### src/rtl/instr_decode_stage_if.sv
// Upstream/downstream handshake and decoded-field bundle for instr_decode_stage.
// The decode stage connects through the slave modport; the instruction source/sink uses master.
interface instr_decode_stage_if #(
    parameter int XLEN = 32,
    parameter int PC_W = 32
);
    logic            in_valid;
    logic            in_ready;
    logic [31:0]     in_instr;
    logic [PC_W-1:0] in_pc;
    logic            flush;
    logic            out_valid;
    logic            out_ready;
    logic [6:0]      out_opcode;
    logic [2:0]      out_func3;
    logic [6:0]      out_func7;
    logic [4:0]      out_rd;
    logic [4:0]      out_rs1;
    logic [4:0]      out_rs2;
    logic [XLEN-1:0] out_imm;
    logic [2:0]      out_fmt;
    logic            out_illegal;
    logic [PC_W-1:0] out_pc;

    modport master (
        output in_valid, in_instr, in_pc, flush, out_ready,
        input  in_ready, out_valid, out_opcode, out_func3, out_func7,
               out_rd, out_rs1, out_rs2, out_imm, out_fmt, out_illegal, out_pc
    );

    modport slave (
        input  in_valid, in_instr, in_pc, flush, out_ready,
        output in_ready, out_valid, out_opcode, out_func3, out_func7,
               out_rd, out_rs1, out_rs2, out_imm, out_fmt, out_illegal, out_pc
    );
endinterface

### src/rtl/instr_decode_stage.sv
// RV32 instruction decode stage: decodes on entry, then holds results in a
// two-entry skid buffer (main + skid) so in_ready can be a plain register.
module instr_decode_stage #(
    parameter int XLEN = 32,
    parameter int PC_W = 32
) (
    input  logic                 clk,
    input  logic                 rst,
    instr_decode_stage_if.slave  bus
);

    localparam logic [2:0] FMT_R   = 3'd0;
    localparam logic [2:0] FMT_I   = 3'd1;
    localparam logic [2:0] FMT_S   = 3'd2;
    localparam logic [2:0] FMT_B   = 3'd3;
    localparam logic [2:0] FMT_U   = 3'd4;
    localparam logic [2:0] FMT_J   = 3'd5;
    localparam logic [2:0] FMT_ILL = 3'd7;

    typedef enum logic [1:0] {
        S_EMPTY = 2'd0,
        S_ONE   = 2'd1,
        S_TWO   = 2'd2
    } state_t;

    typedef struct packed {
        logic [6:0]      opcode;
        logic [2:0]      func3;
        logic [6:0]      func7;
        logic [4:0]      rd;
        logic [4:0]      rs1;
        logic [4:0]      rs2;
        logic [XLEN-1:0] imm;
        logic [2:0]      fmt;
        logic            illegal;
        logic [PC_W-1:0] pc;
    } dec_t;

    // Field slices are raw; the immediate is built at 32 bits and then sign-extended to XLEN.
    function automatic dec_t decode(input logic [31:0] instr, input logic [PC_W-1:0] pc);
        dec_t        d;
        logic [31:0] imm32;
        d         = '0;
        imm32     = 32'd0;
        d.opcode  = instr[6:0];
        d.func3   = instr[14:12];
        d.func7   = instr[31:25];
        d.rd      = instr[11:7];
        d.rs1     = instr[19:15];
        d.rs2     = instr[24:20];
        d.pc      = pc;
        d.fmt     = FMT_ILL;
        d.illegal = 1'b1;
        if (instr[1:0] == 2'b11) begin
            d.illegal = 1'b0;
            case (instr[6:0])
                7'b0110011: begin
                    d.fmt = FMT_R;
                end
                7'b0010011, 7'b0000011, 7'b1100111, 7'b1110011: begin
                    d.fmt = FMT_I;
                    imm32 = {{20{instr[31]}}, instr[31:20]};
                end
                7'b0100011: begin
                    d.fmt = FMT_S;
                    imm32 = {{20{instr[31]}}, instr[31:25], instr[11:7]};
                end
                7'b1100011: begin
                    d.fmt = FMT_B;
                    imm32 = {{19{instr[31]}}, instr[31], instr[7], instr[30:25], instr[11:8], 1'b0};
                end
                7'b0110111, 7'b0010111: begin
                    d.fmt = FMT_U;
                    imm32 = {instr[31:12], 12'd0};
                end
                7'b1101111: begin
                    d.fmt = FMT_J;
                    imm32 = {{11{instr[31]}}, instr[31], instr[19:12], instr[20], instr[30:21], 1'b0};
                end
                default: begin
                    d.fmt     = FMT_ILL;
                    d.illegal = 1'b1;
                end
            endcase
        end else begin
            d.fmt     = FMT_ILL;
            d.illegal = 1'b1;
        end
        d.imm = XLEN'(signed'(imm32));
        return d;
    endfunction

    state_t state_q, state_d;
    dec_t   main_q,  main_d;
    dec_t   skid_q,  skid_d;
    logic   ready_q, ready_d;
    logic   valid_q, valid_d;

    dec_t   dec_s;
    logic   accept_s;
    logic   xfer_s;

    assign dec_s    = decode(bus.in_instr, bus.in_pc);
    assign accept_s = bus.in_valid && ready_q;
    assign xfer_s   = valid_q && bus.out_ready;

    // State and storage registers; reset overrides flush and handshakes.
    always_ff @(posedge clk) begin
        if (rst) begin
            state_q <= S_EMPTY;
            main_q  <= '0;
            skid_q  <= '0;
            ready_q <= 1'b0;
            valid_q <= 1'b0;
        end else begin
            state_q <= state_d;
            main_q  <= main_d;
            skid_q  <= skid_d;
            ready_q <= ready_d;
            valid_q <= valid_d;
        end
    end

    // Next-state and buffer steering; the skid entry only fills when main is stalled.
    always_comb begin
        state_d = state_q;
        main_d  = main_q;
        skid_d  = skid_q;
        if (bus.flush) begin
            state_d = S_EMPTY;
            main_d  = '0;
            skid_d  = '0;
        end else begin
            case (state_q)
                S_EMPTY: begin
                    if (accept_s) begin
                        main_d  = dec_s;
                        state_d = S_ONE;
                    end else begin
                        state_d = S_EMPTY;
                    end
                end
                S_ONE: begin
                    if (accept_s && xfer_s) begin
                        main_d  = dec_s;
                        state_d = S_ONE;
                    end else if (accept_s) begin
                        skid_d  = dec_s;
                        state_d = S_TWO;
                    end else if (xfer_s) begin
                        main_d  = '0;
                        state_d = S_EMPTY;
                    end else begin
                        state_d = S_ONE;
                    end
                end
                S_TWO: begin
                    if (xfer_s) begin
                        main_d  = skid_q;
                        skid_d  = '0;
                        state_d = S_ONE;
                    end else begin
                        state_d = S_TWO;
                    end
                end
                default: begin
                    state_d = S_EMPTY;
                    main_d  = '0;
                    skid_d  = '0;
                end
            endcase
        end
        valid_d = (state_d != S_EMPTY);
        ready_d = (state_d != S_TWO);
    end

    assign bus.in_ready    = ready_q;
    assign bus.out_valid   = valid_q;
    assign bus.out_opcode  = main_q.opcode;
    assign bus.out_func3   = main_q.func3;
    assign bus.out_func7   = main_q.func7;
    assign bus.out_rd      = main_q.rd;
    assign bus.out_rs1     = main_q.rs1;
    assign bus.out_rs2     = main_q.rs2;
    assign bus.out_imm     = main_q.imm;
    assign bus.out_fmt     = main_q.fmt;
    assign bus.out_illegal = main_q.illegal;
    assign bus.out_pc      = main_q.pc;

endmodule
### src/flat_wrapper.sv
// flat-port wrapper written by rule: the top's interface ports become plain ports
module instr_decode_stage_flat 
#(
    parameter int XLEN = 32,
    parameter int PC_W = 32
)
  (clk, rst, bus_in_valid, bus_in_instr, bus_in_pc, bus_flush, bus_out_ready, bus_in_ready, bus_out_valid, bus_out_opcode, bus_out_func3, bus_out_func7, bus_out_rd, bus_out_rs1, bus_out_rs2, bus_out_imm, bus_out_fmt, bus_out_illegal, bus_out_pc);
  instr_decode_stage_if #(.XLEN(XLEN), .PC_W(PC_W)) bus_i ();
  input  logic clk;
  input  logic rst;
  input wire logic [$bits(bus_i.in_valid)-1:0] bus_in_valid;
  input wire logic [$bits(bus_i.in_instr)-1:0] bus_in_instr;
  input wire logic [$bits(bus_i.in_pc)-1:0] bus_in_pc;
  input wire logic [$bits(bus_i.flush)-1:0] bus_flush;
  input wire logic [$bits(bus_i.out_ready)-1:0] bus_out_ready;
  output wire logic [$bits(bus_i.in_ready)-1:0] bus_in_ready;
  output wire logic [$bits(bus_i.out_valid)-1:0] bus_out_valid;
  output wire logic [$bits(bus_i.out_opcode)-1:0] bus_out_opcode;
  output wire logic [$bits(bus_i.out_func3)-1:0] bus_out_func3;
  output wire logic [$bits(bus_i.out_func7)-1:0] bus_out_func7;
  output wire logic [$bits(bus_i.out_rd)-1:0] bus_out_rd;
  output wire logic [$bits(bus_i.out_rs1)-1:0] bus_out_rs1;
  output wire logic [$bits(bus_i.out_rs2)-1:0] bus_out_rs2;
  output wire logic [$bits(bus_i.out_imm)-1:0] bus_out_imm;
  output wire logic [$bits(bus_i.out_fmt)-1:0] bus_out_fmt;
  output wire logic [$bits(bus_i.out_illegal)-1:0] bus_out_illegal;
  output wire logic [$bits(bus_i.out_pc)-1:0] bus_out_pc;
  assign bus_i.in_valid = bus_in_valid;
  assign bus_i.in_instr = bus_in_instr;
  assign bus_i.in_pc = bus_in_pc;
  assign bus_i.flush = bus_flush;
  assign bus_i.out_ready = bus_out_ready;
  assign bus_in_ready = bus_i.in_ready;
  assign bus_out_valid = bus_i.out_valid;
  assign bus_out_opcode = bus_i.out_opcode;
  assign bus_out_func3 = bus_i.out_func3;
  assign bus_out_func7 = bus_i.out_func7;
  assign bus_out_rd = bus_i.out_rd;
  assign bus_out_rs1 = bus_i.out_rs1;
  assign bus_out_rs2 = bus_i.out_rs2;
  assign bus_out_imm = bus_i.out_imm;
  assign bus_out_fmt = bus_i.out_fmt;
  assign bus_out_illegal = bus_i.out_illegal;
  assign bus_out_pc = bus_i.out_pc;
  instr_decode_stage #(.XLEN(XLEN), .PC_W(PC_W)) u_core (.clk(clk), .rst(rst), .bus(bus_i));
endmodule
### config.mk
export PLATFORM = sky130hd
export DESIGN_NAME = instr_decode_stage_flat
export DESIGN_NICKNAME = d
export VERILOG_FILES = /design/src/rtl/instr_decode_stage_if.sv /design/src/rtl/instr_decode_stage.sv /design/src/flat_wrapper.sv
export SDC_FILE = /design/constraint.sdc
export NUM_CORES = 1
export LEC_CHECK = 0
export BUFFER_PORTS_ARGS = -buffer_cell sky130_fd_sc_hd__buf_4
export CELL_PAD_IN_SITES_DETAIL_PLACEMENT = 0
export CELL_PAD_IN_SITES_GLOBAL_PLACEMENT = 1
export CORE_MARGIN = 1.5
export CORE_UTILIZATION = 43
export CTS_BUF_LIST = sky130_fd_sc_hd__clkbuf_8
export DETAILED_ROUTE_END_ITERATION = 8
export PLACE_DENSITY_LB_ADDON = 0.05
export RECOVER_POWER = 25
export SLEW_MARGIN = 20
export SYNTH_ARGS = -nofsm -noshare
export SYNTH_HDL_FRONTEND = slang
export SYNTH_SLANG_ARGS = --single-unit
### constraint.sdc
create_clock -name clk -period 2.2 [get_ports clk]
set_input_delay 0.44 -clock clk [delete_from_list [all_inputs] [get_ports clk]]
set_output_delay 0.44 -clock clk [all_outputs]
set_load 0.01 [all_outputs]
# After elaboration in Yosys (flattened, before gate mapping)
# Cells that the tools add are included.
[word_totals]
register_bits = 204
in_bits = 69
out_inout_bits = 102
[op_classes]
eq_ne = 20
mux = 20
n_bitwise = 1
n_reduce_logical = 11
[op_table]
columns = ["op", "n"]
rows = [
  ["$mux W100", 6],
  ["$pmux W100 S3", 2],
  ["$pmux W32 S5", 1],
  ["$mux W32", 1],
  ["$eq A7 B7 Y1 const B", 4],
  ["$eq A7 B6 Y1 const B", 3],
  ["$pmux W3 S6", 1],
  ["$eq A7 B5 Y1 const B", 2],
  ["$reduce_or A10 Y1", 1],
  ["$mux W2", 4],
  ["$reduce_and A4 Y1", 2],
  ["$eq A7 B2 Y1 const B", 1],
  ["$ne A2 B1 Y1 const B", 3],
  ["$pmux W2 S3", 1],
  ["$eq A2 B2 Y1 const B", 2],
  ["$mux W4", 1],
  ["$ne A2 B2 Y1 const B", 2],
  ["$reduce_or A2 Y1", 2],
  ["$reduce_or A4 Y1", 1],
  ["$logic_and A1 B1 Y1", 3],
  ["$mux W1", 3],
  ["$ne A3 B1 Y1 const B", 1],
  ["$ne A3 B3 Y1 const B", 1],
  ["$eq A2 B1 Y1 const B", 1],
  ["3 further kinds", 3],
]

# Depth between registers and ports, before layout
[logic_depth]
word_depth = 7
depth_mapped = 11
ltp_nobuf = 8

# Worst setup path after synthesis
# No wires, ideal clock.
[synth_path]
path_type = "in2reg"
startpoint = "input bus_out_ready"
endpoint = "register u_core.main_q (netlist bit u_core.bus.out_fmt[0])"
setup_time_ns = 0.059
arrival_time_ns = 2.001
required_time_ns = 2.141
slack_ns = 0.139
path_stages = 9
path_cell_list = "nand2_1 -> inv_1 -> ha_1 -> nand2b_1 -> buf_4 -> o31a_4 -> nor2_2 -> buf_2 -> a221o_1"
[synth_between]
elab_chain_cells = 4
[synth_lines]
columns = ["item", "line", "text"]
rows = [
  ["start, declared", "flat_wrapper.sv:15", "input wire logic [$bits(bus_i.out_ready)-1:0] bus_out_ready;"],
  ["$logic_and A1 B1 Y1 *", "instr_decode_stage.sv:105", "assign xfer_s = valid_q && bus.out_ready;"],
  ["$logic_and A1 B1 Y1", "instr_decode_stage.sv:144", "if (accept_s && xfer_s) begin"],
  ["$ne A3 B3 Y1 (no source line), or another cell as far along", "n/a", ""],
  ["$reduce_and A4 Y1 (no source line) or $pmux W100 S3 (tied branches)", "n/a", ""],
  ["end signal, assigned", "instr_decode_stage.sv:117", "main_q <= main_d;"],
  ["end, declared", "instr_decode_stage.sv:94", "dec_t main_q, main_d;"],
]
# Every way passes the cells marked *; elsewhere a longest branch is shown, timed or not.
# A chain may end at the register's enable or synchronous reset.

# Worst setup path in the final report
[layout_path]
startpoint = "register u_core.valid_q, in the netlist u_core.bus.out_valid"
endpoint = "register u_core.main_q (netlist bit u_core.bus.out_rs1[2])"
[layout_between]
elab_chain_cells = 4
[layout_lines]
columns = ["item", "line", "text"]
rows = [
  ["start, declared", "instr_decode_stage.sv:97", "logic valid_q, valid_d;"],
  ["start signal, assigned", "instr_decode_stage.sv:120", "valid_q <= valid_d;"],
  ["$logic_and A1 B1 Y1 *", "instr_decode_stage.sv:105", ""],
  ["$logic_and A1 B1 Y1", "instr_decode_stage.sv:144", ""],
  ["$ne A3 B3 Y1 (no source line), or another cell as far along", "n/a", ""],
  ["$reduce_and A4 Y1 (no source line) or $pmux W100 S3 (tied branches)", "n/a", ""],
]
# Marked as above.

==> run summary <==
RUN STATUS
----------------------------------------------------------------------------------------
Outcome                                                                     finished clean

CELLS AND AREA
----------------------------------------------------------------------------------------
Final Instance Count excl. Fillers                                                  1494
Layout cells sized above 1                                                         19.6%
Total number of nets in the final design                                            1268
Final Cell Area                                                                11300 µm²
Top library cells by usage in the layout, fill and taps aside               202 x sky130_fd_sc_hd__dfxtp_1, 145 x sky130_fd_sc_hd__buf_4, 144 x sky130_fd_sc_hd__nor2_1
Layout Utilization                                                                 55.4%
Antenna diode count                                                                    0
Layout Area Growth over Synthesis                                                  25.7%
Most frequent standard cell in the layout excluding fill and tap cells      sky130_fd_sc_hd__dfxtp_1
Fill cell count                                                                     2011
Area taken by multi-input logic gates                                           4410 µm²
Sequential cell area                                                            4090 µm²

LOGIC SYNTHESIS
----------------------------------------------------------------------------------------
Mapped cell area                                                                8950 µm²
Gate count after technology mapping                                                 1018
Dominant cell type by area after synthesis                                  sky130_fd_sc_hd__dfxtp_1
Distinct cell type count of the synthesized netlist                                   58
Top post-synthesis cells by area                                            sky130_fd_sc_hd__dfxtp_1 46%, sky130_fd_sc_hd__a22oi_1 11%, sky130_fd_sc_hd__nor2_1 6.1%, sky130_fd_sc_hd__mux2i_1 5.4%, sky130_fd_sc_hd__o21ai_0 4.8%
Async set or reset register ratio after synthesis                                     0%
Portion of the post-synthesis area used by sequential elements                     45.6%
Syn_nets                                                                            1089
Top cell type's share of synthesized area                                          45.6%
Syn avg cell area                                                               8.79 µm²
Number of flip-flops and latches in the synthesized netlist                          204
Total number of yosys warnings                                                         0
Most used DFF post-synth                                                    sky130_fd_sc_hd__dfxtp_1
Number of enable flip-flop cells after synthesis                                       0

FLOORPLANNING
----------------------------------------------------------------------------------------
Die area                                                                       21700 µm²
Initial core utilization                                                           44.1%
Total number of placement rows                                                        52
Core outline area                                                              20300 µm²
Count of pins on the block boundary                                                  171
Die Span Y                                                                        147 µm
Overall die width                                                                 147 µm

WORST SETUP PATH
----------------------------------------------------------------------------------------
Data arrival time of the critical path                                           2.48 ns
Worst setup startpoint                                                      u_core.bus.out_valid$_SDFF_PP0_
Worst flop-to-flop path endpoint                                            u_core.bus.out_rs1[2]$_SDFFE_PP0P_
Endpoint class of the critical path                                             register
Crit path required time                                                          2.64 ns
Critical-path maximum fanout                                                          19
Origin of the critical flop-to-flop path                                    u_core.bus.out_valid$_SDFF_PP0_
Kind of critical path                                                            reg2reg
Setup slack on the worst flop-to-flop path                                       0.16 ns
Worst reg2reg path depth                                                              10
Element type at the critical path start                                         register

CLOCK TREE
----------------------------------------------------------------------------------------
Count of H-tree levels built during CTS                                                2
Clock tree from TritonCTS                                                           done
Clock latency on the worst-skew pair                                             0.52 ns
Clock slew seen by the registers of the worst setup and hold paths               0.05 ns
CTS Sinks                                                                            204
CTS root buffer                                                             sky130_fd_sc_hd__clkbuf_8
Number of setup buffers added after CTS                                                0
Count of hold buffers inserted by post-cts repair                                      0
Maximum buffer depth of the clock tree                                                 3
Number of clock buffers inserted by TritonCTS                                         38

STA
----------------------------------------------------------------------------------------
Final-layout setup total negative slack                                             0 ns
Endpoints failing setup                                                                0
Slew of the pin with the lowest slew margin                                     0.769 ns
Largest clock skew in the final design                                         0.0185 ns
Max-slew headroom                                                                  48.6%
Number of pins with negative max-slew slack in the final report                        0
Achievable Freq                                                                0.491 GHz
Worst slack on hold paths                                                       0.118 ns
Worst Setup Slack, final                                                        0.164 ns
RSZ-0062 raised after global routing                                               false
Clock period minus worst slack                                                   2.04 ns
Portion of the clock cycle consumed by the worst path in the final layout          92.5%
Final hold violation count                                                             0

PLACE
----------------------------------------------------------------------------------------
I/O Buffers                                                                          170
Total placed instance area                                                     10700 µm²
Weighted congestion at the end of routability-driven global placement              0.858
Cell count after placement                                                          1426
DPL Wire Length                                                                 18100 µm
Setup slack at placement                                                       -0.275 ns

GRT
----------------------------------------------------------------------------------------
Vias in the first global route                                                      7975
Total global routing track utilization                                             25.1%
Pin count of the biggest net entering global routing                                  99
Global route total overflow                                                            0
Initial antenna violation count                                                        0
Wire length of the first global-routing pass                                    43600 µm

POWER AND IR DROP
----------------------------------------------------------------------------------------
Power Dens Cells                                                              742 nW/µm²
Leakage power of the design                                                      4.19 nW
Overall power                                                                    8.35 mW
VDD IR-drop max                                                                 0.617 mV

DETAILED ROUTING
----------------------------------------------------------------------------------------
Average via count per standard cell                                                 5.58
Iteration-0 DRC count of the detailed router                                         481
Antenna Nets Post-Route                                                                0
Detailed-route DRC error count                                                         0
Post-Route WL                                                                   28100 µm
First-pass iteration count of the detailed router                                      5
Via total after detailed routing                                                    8341
Post-detailed-route wirelength per cell                                          18.8 µm

JOB
----------------------------------------------------------------------------------------
Maximum Capacitance Violations                                                         0

HOLD PATH
----------------------------------------------------------------------------------------
Path class of the lowest-slack min-delay path                                     in2reg
Hold endpoint                                                               u_core.bus.in_ready$_SDFF_PP0_
Number of instances on the worst hold path                                             2
Start point of the worst hold path                                                   rst

synth_stat cells (4+ instances only):
master	count
sky130_fd_sc_hd__nand3_1	13
sky130_fd_sc_hd__a21o_1	12
sky130_fd_sc_hd__a21oi_1	56
sky130_fd_sc_hd__a221o_1	11
sky130_fd_sc_hd__o21ai_0	85
sky130_fd_sc_hd__dfxtp_1	204
sky130_fd_sc_hd__nor2_2	4
sky130_fd_sc_hd__a31oi_1	4
sky130_fd_sc_hd__buf_1	5
sky130_fd_sc_hd__clkbuf_1	40
sky130_fd_sc_hd__inv_1	7
sky130_fd_sc_hd__buf_4	12
sky130_fd_sc_hd__a22o_1	33
sky130_fd_sc_hd__mux2i_1	48
sky130_fd_sc_hd__nor2_1	145
sky130_fd_sc_hd__a32oi_1	13
sky130_fd_sc_hd__nor2b_1	4
sky130_fd_sc_hd__nor3_1	4
sky130_fd_sc_hd__o21ai_1	6
sky130_fd_sc_hd__buf_6	5
sky130_fd_sc_hd__and2_1	6
sky130_fd_sc_hd__a22oi_1	136
sky130_fd_sc_hd__buf_2	32
sky130_fd_sc_hd__nand2_1	88
sky130_fd_sc_hd__nand4_1	4
critical path: stages, from the launching register on:
cell and delay [ns]:
sky130_fd_sc_hd__dfxtp_1 0.30, sky130_fd_sc_hd__nand2_1 0.09, sky130_fd_sc_hd__inv_1 0.06, sky130_fd_sc_hd__ha_1 0.21, sky130_fd_sc_hd__buf_4 0.17, sky130_fd_sc_hd__nand2b_2 0.25
sky130_fd_sc_hd__o31ai_4 0.31, sky130_fd_sc_hd__buf_6 0.22, sky130_fd_sc_hd__buf_12 0.17, sky130_fd_sc_hd__a22oi_1 0.09, sky130_fd_sc_hd__nor2_1 0.08
sequential cells by signal, indices dropped and copies added (netlist names), 5 cells and up:
signal	cells
u_core.bus.out_func7	7
u_core.bus.out_opcode	7
u_core.bus.out_imm	32
u_core.bus.out_rs1	5
u_core.bus.out_pc	32
u_core.skid_q	100
u_core.bus.out_rs2	5
u_core.bus.out_rd	5
final cells by class:
class	count	area share, %
sequential	204	36.3
timing repair buffer	233	14.2
inverter	8	0.267
tap	270	3.00
clock buffer	50	6.11
multi-input combinational	712	39.2
clock inverter	17	0.889
worst max-delay path by stage:
stage               depth (start not counted)                                    end  slack, ns
floorplan                                   9     u_core.bus.out_fmt[0]$_SDFFE_PP0P_       0.14
global placement                            9    u_core.bus.out_imm[30]$_SDFFE_PP0P_      -0.16
detailed placement                          9    u_core.bus.out_imm[25]$_SDFFE_PP0P_      -0.28
CTS                                        10     u_core.bus.out_rs1[1]$_SDFFE_PP0P_       0.06
global route                               10  u_core.bus.out_opcode[5]$_SDFFE_PP0P_      0.008
finish                                     10     u_core.bus.out_rs1[2]$_SDFFE_PP0P_       0.16
cell families (layout without fill, tap and decap cells):
| group | after synthesis | in the layout | synth area share, % |
|---|---|---|---|
| compound gates | 372 | 372 | 28.8 |
| fa+ha+maj | 2 | 2 | 0.280 |
| buf+inv | 103 | 308 | 5.70 |
| flops | 204 | 204 | 45.6 |
| mux | 49 | 49 | 5.49 |
| simple gates | 288 | 289 | 14.1 |
routing by layer:
metal,vias up,GRT usage [%],share of wire (%),wire (µm)
met1,3986,33.0,46,12800
met4,0,7.40,1.8,501
met2,244,42.0,47,13400
met3,34,4.29,5.2,1460
met5,-,0,0,0
li1,4077,-,-,-
report_power, final:
group	switching, mW	internal (mW)	total [mW]	leakage, nW
clock	1.58	2.15	3.73	0.447
combinational	0.493	0.340	0.833	2.10
sequential	0.0342	3.75	3.79	1.65
total	2.11	6.24	8.35	4.19
repair_timing:
action,in CTS,in global routing
gates resized for setup,2,4
endpoints found under the setup margin,12,73
endpoints found under the hold margin,0,0
gates cloned,0,1
(Power assumes the default switching activity.)
